**config.mk**
```make
export PLATFORM = sky130hd
export DESIGN_NAME = mem_port_arbiter
export DESIGN_NICKNAME = d
export VERILOG_FILES = /design/src/rtl/mem_arb_pkg.sv /design/src/rtl/mem_port_arbiter_prio.sv /design/src/rtl/mem_port_arbiter.sv
export SDC_FILE = /design/constraint.sdc
export NUM_CORES = 1
export LEC_CHECK = 0
export CAP_MARGIN = 10
export CELL_PAD_IN_SITES_DETAIL_PLACEMENT = 1
export CELL_PAD_IN_SITES_GLOBAL_PLACEMENT = 2
export CORE_ASPECT_RATIO = 0.9
export CORE_MARGIN = 3
export CORE_UTILIZATION = 24
export DETAILED_ROUTE_END_ITERATION = 8
export PLACE_DENSITY = 0.76
export SETUP_SLACK_MARGIN = 0.05
export SYNTH_ARGS = -nofsm -noshare
export SYNTH_HDL_FRONTEND = slang
export SYNTH_SLANG_ARGS = --single-unit
```
**constraint.sdc**
```tcl
create_clock -name clk -period 1.7 [get_ports clk]
set_input_delay 0.34 -clock clk [delete_from_list [all_inputs] [get_ports clk]]
set_output_delay 0.34 -clock clk [all_outputs]
set_load 0.05 [all_outputs]
```
**src/rtl/mem_arb_pkg.sv**
```systemverilog
// Shared types and helpers for the memory port arbiter.
package mem_arb_pkg;

    // Upper bound on requester count; helpers work at this width and callers cast down.
    localparam int MAXN = 16;

    typedef enum logic {
        IDLE,
        OWNED
    } arb_state_e;

    // Binary index of the set bit in a one-hot vector (0 when none is set).
    function automatic int unsigned onehot_to_idx(input logic [MAXN-1:0] oh);
        int unsigned idx;
        idx = 0;
        for (int unsigned i = 0; i < MAXN; i++) begin
            if (oh[i]) begin
                idx = idx | i;
            end
        end
        return idx;
    endfunction

    // Ones strictly above idx; the caller truncates to N bits, so idx = N-1 yields zero.
    function automatic logic [MAXN-1:0] mask_above(input int unsigned idx);
        logic [MAXN-1:0] m;
        m = '0;
        for (int unsigned i = 0; i < MAXN; i++) begin
            m[i] = (i > idx);
        end
        return m;
    endfunction

endpackage

```
**src/rtl/mem_port_arbiter_prio.sv**
```systemverilog
// PriorityArbiter: fixed-priority one-hot pick, lowest index wins.
module PriorityArbiter #(
    parameter int N = 4
) (
    input  logic [N-1:0] req,
    output logic [N-1:0] grant
);

    // Isolate the lowest set bit of the request vector.
    always_comb begin
        grant = req & (~req + N'(1));
    end

endmodule

```
**src/rtl/mem_port_arbiter.sv**
```systemverilog
// mem_port_arbiter: round-robin arbiter with burst lock for one memory port.
// Optional stall-timeout release is enabled by defining MEM_ARB_TIMEOUT_EN.
module mem_port_arbiter
    import mem_arb_pkg::*;
#(
    parameter int N       = 4,
    parameter int IDXW    = $clog2(N),
    parameter int TIMEOUT = 255
) (
    input  logic            clk,
    input  logic            reset,
    input  logic [N-1:0]    req,
    input  logic [N-1:0]    req_last,
    output logic [N-1:0]    grant,
    output logic [IDXW-1:0] grant_idx,
    output logic            grant_valid,
    input  logic            mem_ready,
    output logic [N-1:0]    accept,
    output logic            timeout_err
);

    arb_state_e      state;
    logic [N-1:0]    mask;
    logic [N-1:0]    masked_req;
    logic [N-1:0]    pick_masked;
    logic [N-1:0]    pick_unmasked;
    logic [N-1:0]    pick;
    logic [IDXW-1:0] pick_idx;
    logic [N-1:0]    mask_rel;
    logic            xfer;
    logic            own_last;
    logic            stall_expire;
    logic            done;

    assign masked_req = req & mask;

    PriorityArbiter #(.N(N)) u_prio_masked (
        .req   (masked_req),
        .grant (pick_masked)
    );

    PriorityArbiter #(.N(N)) u_prio_unmasked (
        .req   (req),
        .grant (pick_unmasked)
    );

    // Round-robin pick: masked requests first, fall back to plain fixed priority.
    always_comb begin
        pick     = (|masked_req) ? pick_masked : pick_unmasked;
        pick_idx = IDXW'(onehot_to_idx(MAXN'(pick)));
    end

    // Beat qualification and burst-end detection for the current owner.
    always_comb begin
        accept      = grant & {N{mem_ready}};
        grant_valid = |grant;
        xfer        = grant_valid & mem_ready & (|(req & grant));
        own_last    = |(req_last & grant);
        mask_rel    = N'(mask_above(32'(grant_idx)));
        done        = (xfer & own_last) | stall_expire;
    end

`ifdef MEM_ARB_TIMEOUT_EN
    localparam int CNTW = $clog2(TIMEOUT + 1);

    logic [CNTW-1:0] stall_cnt;

    // Stall counter is held at zero outside OWNED, so it enters OWNED cleared.
    always_ff @(posedge clk) begin
        if (reset || state != OWNED || xfer) begin
            stall_cnt <= '0;
        end else begin
            stall_cnt <= stall_cnt + CNTW'(1);
        end
    end

    // Release when this stalled cycle brings the count to TIMEOUT.
    always_comb begin
        stall_expire = (state == OWNED) && !xfer && (stall_cnt == CNTW'(TIMEOUT - 1));
    end
`else
    // Without the timeout feature a stalled burst is held indefinitely.
    always_comb begin
        stall_expire = 1'b0;
    end
`endif

    // Arbitration FSM with registered grant, index, mask and timeout pulse.
    always_ff @(posedge clk) begin
        if (reset) begin
            state       <= IDLE;
            grant       <= '0;
            grant_idx   <= '0;
            mask        <= '1;
            timeout_err <= 1'b0;
        end else begin
            timeout_err <= 1'b0;
            unique case (state)
                IDLE: begin
                    if (|req) begin
                        grant     <= pick;
                        grant_idx <= pick_idx;
                        state     <= OWNED;
                    end
                end
                OWNED: begin
                    if (done) begin
                        grant       <= '0;
                        grant_idx   <= '0;
                        mask        <= mask_rel;
                        state       <= IDLE;
                        timeout_err <= stall_expire;
                    end
                end
                default: begin
                    state <= IDLE;
                end
            endcase
        end
    end

endmodule

```
==> impl_metrics.tcl <==
set metrics [dict create \
    outcome "finished clean" \
    synth.top_cell.area_share_pct 34.9 \
    area_growth_pct 62.1 \
    finalHoldViolCount 0 \
    ys.flop_type "dfxtp_1" \
    power.clock.fraction_pct 28.1 \
    layout-drive-gt1-share_pct 41.4 \
    syn_area_um2 631 \
    drv_slew 0 \
    synth_cell_types 34 \
    grt_usage_pct 16.0 \
    overflow 0 \
    nNetsFinal 111 \
    synthTopCellsByCount "dfxtp_1, a41o_1, nor2_1" \
    hp-class "flip-flop to flip-flop" \
    drtIter0Drc 23 \
    clk_path_buf_depth 2 \
    layout_setup_ws_ns 0.0404 \
    ys_top_cells_by_area "dfxtp_1, a41o_1, a22o_2" \
    clk_latency_ns 0.27 \
    wl_um 2210 \
    post_drt_wl_per_cell_um 17.5 \
    start_kind "flip-flop" \
    syn_inst 68 \
    gp_congestion 0.693 \
    dieArea_um2 3280 \
    ant_nets 0 \
    synthArstFlopShare_pct 0 \
    rows 16 \
    vias 694 \
    worstPathArrival_ns 1.32 \
    fmax_mhz 603 \
    place_ws_ns -0.202 \
    antenna_cells 0 \
    antenna_found_initial 0 \
    grt_max_degree 10 \
    dpl_cell_area_um2 930 \
    final_area_um2 1020 \
    switching_share_pct 31.6 \
    cts.htree.levels 1 \
    rsz0062_at_grt "yes" \
    yosysWarnings 0 \
    post_drt_via_cell_ratio 5.51 \
    coreArea_um2 2320 \
    ys_ff_latch 11 \
    cts_tree "done" \
    power_frac_comb_pct 29.0 \
    min_period_over_period_pct 97.6 \
    worstSetupEndpointType "output pin" \
    r2r_cells 5 \
    io_buffers 21 \
    grt_pass1_wl_um 3790 \
    finalSetupTns_ns 0 \
    yosysSeqAreaShare_pct 34.9 \
    clk_pin_slew_ns 0.07 \
    pwr-share-seq_pct 42.9 \
    clock-root-buffer "clkbuf_4" \
    ir_drop_uv 574 \
    fp.dieH_um 54.6 \
    crit_type "flip-flop to output pin" \
    synth_edf_count 0 \
    power_leakage_nw 0.446 \
    whs_path_depth 1 \
    setup_viol 0 \
    start_util_pct 27.2 \
    p_switching_uw 202 \
    yosysMostFrequentCell "dfxtp_1" \
    grt_pass1_vias 759 \
    powerDensity_nw_per_um2 625 \
    internal_power_uw 437 \
    fp.dieW_um 60.0 \
    dp_hpwl_um 1670 \
    synth_nets 79 \
    cts.sinks 11 \
    skew_ns 0.00221 \
    synth_area_per_cell_um2 9.27 \
    hold_buffers 0 \
    synth_top_area_cell "dfxtp_1" \
    cp.required_ns 1.36 \
    crit_path_max_fanout 2 \
    cts_buffers 3 \
    finalCriticalPeriod_ns 1.66 \
    drt_pass1_iterations 4 \
    max_cap_violations 0 \
    drc 0 \
    io-pin-count 23 \
]
## cells by family (layout without fill, tap and decap cells)
kind of cell | count (synthesis) | after routing | synth area share, %
AOI/OAI and AO/OA | 30 | 30 | 37.5
and+or+nand+nor | 22 | 22 | 23.2
DFF | 11 | 11 | 34.9
buffers and inverters | 4 | 35 | 3.77
other | 1 | 1 | 0.595
## per-stage QoR
| step | hold WS [ns] | util (%) | cells | power [mW] |
|---|---|---|---|---|
| floorplan | 0.477 | - | 68 | 0.376 |
| global placement | 0.508 | 40.0 | 119 | 0.450 |
| detailed placement | 0.507 | 40.0 | 119 | 0.453 |
| CTS | 0.526 | 42.7 | 126 | 0.651 |
| global route | 0.577 | 44.0 | 126 | 0.677 |
| finish | 0.539 | 44.0 | 126 | 0.639 |
## cell type report
cell class              instances  area, µm²
clock buffers                   4       26.3
multi-input cells              53        408
flip-flops and latches         11        233
inverters                       1       3.75
fillers                       276       1300
repair buffers                 30        318
well taps                      27       33.8
## registers in the layout, summed over array words and instances, names as in the netlist
name,cells
grant,4
mask,4
grant_idx,2
state,1
## per-layer routing
metal / up-vias / GRT usage [%] / part of all wire (%)
li1: 335 / - / -
met1: 344 / 20.6 / 46
met5: - / 0 / 0
met3: 4 / 4.72 / 4.3
met2: 11 / 25.9 / 48
met4: 0 / 4.43 / 0.95
## timing repair
| action | 4_1_cts | 5_1_grt |
|---|---|---|
| pin swaps | 1 | 1 |
| gates resized for setup | 4 | 8 |
| endpoints found under the setup margin | 1 | 14 |
| setup buffers | 3 | 0 |
## layout by cell type (no fill, tap or decap), drive strengths merged
cell type,instances
buf,20
dfxtp,11
clkdlybuf4s50,6
a41o,5
nor2,4
dlymetal6s2s,4
a22o,4
o21ai,4
and2,4
clkbuf,4
o211ai,3
nor3,3
a21oi,3
nand3,2
o22ai,2
a221oi,2
a21boi,2
nor2b,2
nand2,2
or4,1
and3,1
o22a,1
clkinv,1
a211oi,1
nor4,1
or2,1
o311ai,1
a21o,1
a222oi,1
nor4b,1
conb,1
## worst max-delay path, stage by stage, from the launching register on
cell and delay (ns):
dfxtp_4 0.34, or4_4 0.54, buf_8 0.17
## power groups by stage
stage / registers [mW] / logic [mW] / clock network [mW]
6_report: 0.274 / 0.185 / 0.179
5_1_grt: 0.276 / 0.196 / 0.205
4_1_cts: 0.274 / 0.184 / 0.193
3_5_place_dp: 0.285 / 0.168 / 0
3_3_place_gp: 0.284 / 0.165 / 0
2_1_floorplan: 0.303 / 0.0734 / 0
## final timing paths
check                               from           to  slack (ns)
worst max-delay path            grant[0]  grant_valid        0.04
worst min-delay path             mask[0]      mask[0]        0.54
worst max register to register  grant[0]      mask[1]        0.13
worst min register to register   mask[0]      mask[0]        0.54
No activity file was read; power rests on OpenSTA's default activity.
